--- src/rtl/odd_period_monitor.sv ---
// odd_period_monitor
// Measures the high and low run lengths of a toggling input, one rising edge
// to the next, and reports each complete period with a one-cycle valid pulse.
// A run that would overflow its counter is reported on err_sat and the
// partial period is discarded.
// Optional feature macro: ODD_PERIOD_CHECK_EN builds the even-period flag
// err_odd; when the macro is undefined err_odd is tied low.

module odd_period_monitor #(
  parameter int CNT_W = 8
) (
  input  logic             clk,
  input  logic             rst,
  input  logic             din,
  input  logic             en,
  output logic             valid,
  output logic [CNT_W-1:0] high_len,
  output logic [CNT_W-1:0] low_len,
  output logic [CNT_W:0]   period,
  output logic             err_sat,
  output logic             err_odd,
  output logic [15:0]      per_cnt
);

  localparam logic [CNT_W-1:0] CNT_MAX = '1;
  localparam logic [CNT_W-1:0] CNT_ONE = CNT_W'(1);

  typedef enum logic [1:0] {
    SYNC = 2'd0,
    HIGH = 2'd1,
    LOW  = 2'd2
  } state_t;

  state_t           state;
  state_t           state_next;
  logic             din_q;
  logic [CNT_W-1:0] hi_cnt;
  logic [CNT_W-1:0] lo_cnt;
  logic [CNT_W-1:0] hi_next;
  logic [CNT_W-1:0] lo_next;
  logic             rise;
  logic             fall;
  logic             capture;
  logic             sat;
  logic [CNT_W:0]   sum;

  assign rise = din & ~din_q;
  assign fall = ~din & din_q;
  assign sum  = {1'b0, hi_cnt} + {1'b0, lo_cnt};

  // Edge-detect register: samples din every cycle, regardless of en.
  always_ff @(posedge clk or negedge rst) begin
    if (!rst) begin
      din_q <= 1'b0;
    end else begin
      din_q <= din;
    end
  end

  // Next-state and run-length counter logic; en low abandons any partial period.
  always_comb begin
    state_next = state;
    hi_next    = hi_cnt;
    lo_next    = lo_cnt;
    capture    = 1'b0;
    sat        = 1'b0;
    if (!en) begin
      state_next = SYNC;
      hi_next    = '0;
      lo_next    = '0;
    end else begin
      case (state)
        SYNC: begin
          hi_next = '0;
          lo_next = '0;
          if (rise) begin
            state_next = HIGH;
            hi_next    = CNT_ONE;
          end
        end
        HIGH: begin
          if (fall) begin
            state_next = LOW;
            lo_next    = CNT_ONE;
          end else if (hi_cnt == CNT_MAX) begin
            sat        = 1'b1;
            state_next = SYNC;
            hi_next    = '0;
            lo_next    = '0;
          end else begin
            hi_next = hi_cnt + CNT_ONE;
          end
        end
        LOW: begin
          if (rise) begin
            capture    = 1'b1;
            state_next = HIGH;
            hi_next    = CNT_ONE;
            lo_next    = '0;
          end else if (lo_cnt == CNT_MAX) begin
            sat        = 1'b1;
            state_next = SYNC;
            hi_next    = '0;
            lo_next    = '0;
          end else begin
            lo_next = lo_cnt + CNT_ONE;
          end
        end
        default: begin
          state_next = SYNC;
          hi_next    = '0;
          lo_next    = '0;
        end
      endcase
    end
  end

  // State and run-length counter registers.
  always_ff @(posedge clk or negedge rst) begin
    if (!rst) begin
      state  <= SYNC;
      hi_cnt <= '0;
      lo_cnt <= '0;
    end else begin
      state  <= state_next;
      hi_cnt <= hi_next;
      lo_cnt <= lo_next;
    end
  end

  // Result registers: captured on a closing rise and held until the next one.
  always_ff @(posedge clk or negedge rst) begin
    if (!rst) begin
      valid    <= 1'b0;
      err_sat  <= 1'b0;
      high_len <= '0;
      low_len  <= '0;
      period   <= '0;
      per_cnt  <= '0;
    end else begin
      valid   <= capture;
      err_sat <= sat;
      if (capture) begin
        high_len <= hi_cnt;
        low_len  <= lo_cnt;
        period   <= sum;
        if (per_cnt != 16'hFFFF) begin
          per_cnt <= per_cnt + 16'd1;
        end
      end
    end
  end

`ifdef ODD_PERIOD_CHECK_EN
  // Even-period flag, registered alongside valid so both pulse together.
  always_ff @(posedge clk or negedge rst) begin
    if (!rst) begin
      err_odd <= 1'b0;
    end else begin
      err_odd <= capture & ~sum[0];
    end
  end
`else
  assign err_odd = 1'b0;
`endif

endmodule

--- config.mk ---
export PLATFORM = sky130hd
export DESIGN_NAME = odd_period_monitor
export DESIGN_NICKNAME = d
export VERILOG_FILES = /design/src/rtl/odd_period_monitor.sv
export SDC_FILE = /design/constraint.sdc
export NUM_CORES = 1
export LEC_CHECK = 0
export ABC_AREA = 1
export BUFFER_PORTS_ARGS = -buffer_cell sky130_fd_sc_hd__buf_2
export CELL_PAD_IN_SITES_DETAIL_PLACEMENT = 0
export CELL_PAD_IN_SITES_GLOBAL_PLACEMENT = 1
export CORE_MARGIN = 1.5
export CORE_UTILIZATION = 47
export CTS_BUF_LIST = sky130_fd_sc_hd__clkbuf_4 sky130_fd_sc_hd__clkbuf_8
export CTS_CLUSTER_DIAMETER = 120
export CTS_CLUSTER_SIZE = 28
export DETAILED_ROUTE_END_ITERATION = 12
export PLACE_DENSITY = 0.95
export SYNTH_ARGS = -nofsm -noshare
export SYNTH_HDL_FRONTEND = slang
export SYNTH_SLANG_ARGS = --single-unit
--- constraint.sdc ---
create_clock -name clk -period 4.97 [get_ports clk]
set_clock_uncertainty 0.05 [all_clocks]
set_input_delay 0.2485 -clock clk [delete_from_list [all_inputs] [get_ports clk]]
set_output_delay 0.2485 -clock clk [all_outputs]
set_load 0.01 [all_outputs]
==> run_summary.xml <==
<?xml version="1.0" encoding="UTF-8"?>
<metrics>
  <group name="cts">
    <metric name="clock_tree.root_cell" unit="">sky130_fd_sc_hd__clkbuf_8</metric>
    <metric name="tritoncts.num_buffers" unit="">9</metric>
    <metric name="clock_sinks" unit="">62</metric>
    <metric name="ctsHtreeMaxLevel" unit="">3</metric>
    <metric name="cts_buffer_depth" unit="">2</metric>
    <metric name="clkSlewWorstSetupHoldPaths" unit="ns">0.07</metric>
    <metric name="cts_setup_buffers" unit="">0</metric>
    <metric name="post_cts.resized_instances" unit="">0</metric>
    <metric name="cts.hold.buffers_added" unit="">0</metric>
    <metric name="clock_insertion_delay_worst_skew" unit="ns">0.34</metric>
    <metric name="cts_tree" unit="">done</metric>
  </group>
  <group name="power">
    <metric name="seq_power_share" unit="">0.459</metric>
    <metric name="static-leakage-power" unit="nW">2.31</metric>
    <metric name="switching_share" unit="">0.261</metric>
    <metric name="total_power" unit="mW">1.18</metric>
    <metric name="internal_power" unit="µW">870</metric>
    <metric name="pwr-share-comb" unit="">0.117</metric>
    <metric name="power.density" unit="nW/µm²">284</metric>
    <metric name="power.net_switching" unit="µW">307</metric>
    <metric name="vdd_drop_max" unit="mV">0.175</metric>
    <metric name="power_frac_clock" unit="">0.424</metric>
  </group>
  <group name="synth">
    <metric name="flip_flop_and_latch_count_after_synthesis" unit="">62</metric>
    <metric name="post_synth.cell_area_avg" unit="µm²">7.27</metric>
    <metric name="synth_seq_area_share" unit="">0.428</metric>
    <metric name="synth_cell_type_count" unit="">31</metric>
    <metric name="postSynthCellCount" unit="">499</metric>
    <metric name="number_of_synthesis_warnings" unit="">0</metric>
    <metric name="syn_nets" unit="">519</metric>
    <metric name="syn-cell-area" unit="µm²">3630</metric>
  </group>
  <group name="min_path">
    <metric name="hp-class" unit="">input port to flop</metric>
  </group>
  <group name="flow_run">
    <metric name="max_cap_violations" unit="">0</metric>
  </group>
  <group name="critical_path">
    <metric name="worst_ep_required" unit="ns">5.20</metric>
    <metric name="path_max_fanout" unit="">44</metric>
    <metric name="criticalPathCategory" unit="">flop to flop</metric>
    <metric name="setup.worst_path.start_class" unit="">flop</metric>
    <metric name="worstSetupEndpointType" unit="">flop</metric>
    <metric name="worst-endpoint-arrival" unit="ns">2.16</metric>
  </group>
  <group name="global_route">
    <metric name="global_route.overflow_total" unit="">0</metric>
    <metric name="grt_pass1_vias" unit="">3026</metric>
    <metric name="antenna_found_initial" unit="">0</metric>
    <metric name="grt_usage" unit="">0.208</metric>
    <metric name="wire_length_of_the_first_global_routing_pass" unit="µm">13900</metric>
    <metric name="maximum_number_of_pins_on_one_net_before_global_route_repair" unit="">63</metric>
  </group>
  <group name="cells_and_area">
    <metric name="mostFrequentLayoutCells" unit="">sky130_fd_sc_hd__nand2_1 (208), sky130_fd_sc_hd__dfrtp_1 (62), sky130_fd_sc_hd__inv_1 (52), sky130_fd_sc_hd__buf_2 (46), sky130_fd_sc_hd__nor2_1 (36)</metric>
    <metric name="final_net_count" unit="">568</metric>
    <metric name="antenna-diode-count" unit="">0</metric>
    <metric name="drive_above_1_share" unit="">0.136</metric>
    <metric name="syn_to_final_growth" unit="%">14.3</metric>
    <metric name="layout_commonest_cell" unit="">sky130_fd_sc_hd__nand2_1</metric>
  </group>
  <group name="sta">
    <metric name="timing.final.hold_violations" unit="">0</metric>
    <metric name="timing.setup.tns" unit="ns">0</metric>
    <metric name="finalSetupViolations" unit="">0</metric>
    <metric name="tightestPinTransition" unit="ns">0.790</metric>
    <metric name="drv_slew" unit="">0</metric>
    <metric name="fmaxAchievable" unit="MHz">517</metric>
    <metric name="layout_worst_path_cycle_share" unit="">0.389</metric>
    <metric name="fin_crit" unit="ns">1.94</metric>
    <metric name="rsz0062_at_grt" unit="">false</metric>
    <metric name="max-slew-margin-rel" unit="">0.473</metric>
  </group>
  <group name="detailed_routing">
    <metric name="postRouteAntennaNets" unit="">0</metric>
    <metric name="drtIter0Drc" unit="">143</metric>
    <metric name="drt-wirelength-per-cell" unit="µm">12.4</metric>
    <metric name="route.vias.total" unit="">3281</metric>
    <metric name="total_iterations_of_the_first_detailed_routing_run" unit="">6</metric>
    <metric name="route.detailed.vias_per_inst" unit="">5.04</metric>
    <metric name="wirelength" unit="µm">8100</metric>
    <metric name="drc" unit="">0</metric>
  </group>
  <group name="outcome">
    <metric name="outcome" unit="">finished, final reports clean</metric>
  </group>
  <group name="floorplanning">
    <metric name="io-pin-count" unit="">48</metric>
    <metric name="fp.dieW" unit="µm">90.9</metric>
    <metric name="design.core.area" unit="µm²">7370</metric>
    <metric name="rows" unit="">31</metric>
    <metric name="die_area" unit="µm²">8250</metric>
    <metric name="die_height" unit="µm">90.9</metric>
    <metric name="effective_utilization_at_floorplan" unit="">0.492</metric>
  </group>
  <group name="placement">
    <metric name="globalplace.congestion" unit="">0.894</metric>
    <metric name="portBuffers" unit="">46</metric>
    <metric name="dp_hpwl" unit="µm">5830</metric>
  </group>
</metrics>
==> cells by family (layout without fill, tap and decap cells) <==
logic type,after synthesis,count (layout),synth area share
adder cells (fa/ha/maj),16,16,0.0573
other,1,1,0.00103
flip-flops,62,62,0.428
buffers and inverters,65,118,0.0762
AO/OA/AOI/OAI,38,38,0.0548
XOR/XNOR,11,11,0.0266
AND/OR/NAND/NOR,306,306,0.356
==> critical path, stage by stage (launching register included) <==
cell	delay, ns
sky130_fd_sc_hd__dfrtp_1	0.41
sky130_fd_sc_hd__inv_1	0.09
sky130_fd_sc_hd__ha_1	0.26
sky130_fd_sc_hd__nand2_2	0.13
sky130_fd_sc_hd__nor2_8	0.20
sky130_fd_sc_hd__inv_4	0.21
sky130_fd_sc_hd__nor2_4	0.35
sky130_fd_sc_hd__nand2_1	0.09
sky130_fd_sc_hd__nand2_1	0.07
==> power by group through the flow <==
| stage | combinational (mW) | sequential (mW) | clock (mW) |
|---|---|---|---|
| detailed placement | 0.137 | 0.550 | 0 |
| CTS | 0.138 | 0.541 | 0.514 |
| global placement | 0.137 | 0.549 | 0 |
| global route | 0.159 | 0.543 | 0.533 |
| finish | 0.137 | 0.541 | 0.499 |
| floorplan | 0.0964 | 0.550 | 0 |
==> through the flow <==
stage | hold slack (ns) | util | std cells | setup slack (ns) | area [µm²]
after floorplan | -0.0971 | - | 499 | 3.36 | 3630
after global placement | 0.360 | 0.533 | 636 | 3.06 | 3930
after detailed placement | 0.366 | 0.533 | 636 | 3.01 | 3930
after CTS | 0.00362 | 0.563 | 651 | 3.00 | 4150
after global routing | 0.0106 | 0.563 | 651 | 2.86 | 4150
final | 0.0237 | 0.563 | 651 | 3.03 | 4150
==> cell usage after synthesis <==
| cell type | count | area [µm²] |
|---|---|---|
| sky130_fd_sc_hd__nand2_1 | 208 | 781 |
| sky130_fd_sc_hd__dfrtp_1 | 62 | 1550 |
| sky130_fd_sc_hd__inv_1 | 52 | 195 |
| sky130_fd_sc_hd__nor2_1 | 36 | 135 |
| sky130_fd_sc_hd__nand3_1 | 32 | 160 |
| sky130_fd_sc_hd__o21ai_0 | 28 | 140 |
| sky130_fd_sc_hd__ha_1 | 15 | 188 |
| sky130_fd_sc_hd__nand4_1 | 14 | 87.6 |
| sky130_fd_sc_hd__xnor2_1 | 8 | 70.1 |
| sky130_fd_sc_hd__a21oi_1 | 6 | 30.0 |
| sky130_fd_sc_hd__nor3_1 | 4 | 20.0 |
| sky130_fd_sc_hd__buf_2 | 3 | 15.0 |
| sky130_fd_sc_hd__buf_6 | 3 | 33.8 |
| sky130_fd_sc_hd__inv_2 | 3 | 11.3 |
| sky130_fd_sc_hd__nand2_2 | 3 | 18.8 |
| sky130_fd_sc_hd__xor2_1 | 3 | 26.3 |
| sky130_fd_sc_hd__clkbuf_1 | 2 | 7.51 |
| sky130_fd_sc_hd__nand3_2 | 2 | 20.0 |
| sky130_fd_sc_hd__nand3b_1 | 2 | 15.0 |
| sky130_fd_sc_hd__nor2_4 | 2 | 22.5 |
| sky130_fd_sc_hd__a22oi_1 | 1 | 7.51 |
| sky130_fd_sc_hd__and2_0 | 1 | 6.26 |
| sky130_fd_sc_hd__buf_4 | 1 | 7.51 |
| sky130_fd_sc_hd__conb_1 | 1 | 3.75 |
| sky130_fd_sc_hd__fa_1 | 1 | 20.0 |
| sky130_fd_sc_hd__inv_4 | 1 | 6.26 |
| sky130_fd_sc_hd__nor2_8 | 1 | 20.0 |
| sky130_fd_sc_hd__o21a_1 | 1 | 7.51 |
| sky130_fd_sc_hd__o21ai_1 | 1 | 5.00 |
| sky130_fd_sc_hd__o32ai_1 | 1 | 8.76 |
| sky130_fd_sc_hd__or2_2 | 1 | 6.26 |
==> layer usage <==
layer | routed length, µm | global-route usage | share of wire | vias up
met4 | 82 | 0.0729 | 0.010 | 0
li1 | - | - | - | 1672
met1 | 3660 | 0.262 | 0.45 | 1518
met5 | 0 | 0 | 0 | -
met2 | 3980 | 0.353 | 0.49 | 84
met3 | 377 | 0.0446 | 0.047 | 7
==> final timing paths <==
path	startpoint	end	slack, ns	depth (start not counted)
hold / removal	din	din_q	0.02	1
setup reg to reg	state[0]	per_cnt[14]	3.03	8
setup / recovery	state[0]	per_cnt[14]	3.03	8
min in group asynchronous	rst	per_cnt[2]	0.03	2
hold reg to reg	high_len[1]	high_len[1]	0.43	2
max in group asynchronous	rst	lo_cnt[0]	4.32	2
==> sequential cells by signal, summed over array words and instances, names as in the netlist <==
signal and flops:
err_sat 1, per_cnt 16, low_len 8, lo_cnt 8, period 9, high_len 8, hi_cnt 8, state 2
valid 1, din_q 1
==> final cells by class <==
type / instances / area [µm²]
Fill cell: 701 / 3220
Multi-Input combinational cell: 372 / 1800
Sequential cell: 62 / 1550
Timing Repair Buffer: 47 / 238
Inverter: 56 / 213
Clock buffer: 11 / 151
Tap cell: 99 / 124
Clock inverter: 4 / 70.1
Note: power is estimated with default switching activity, not from simulation.
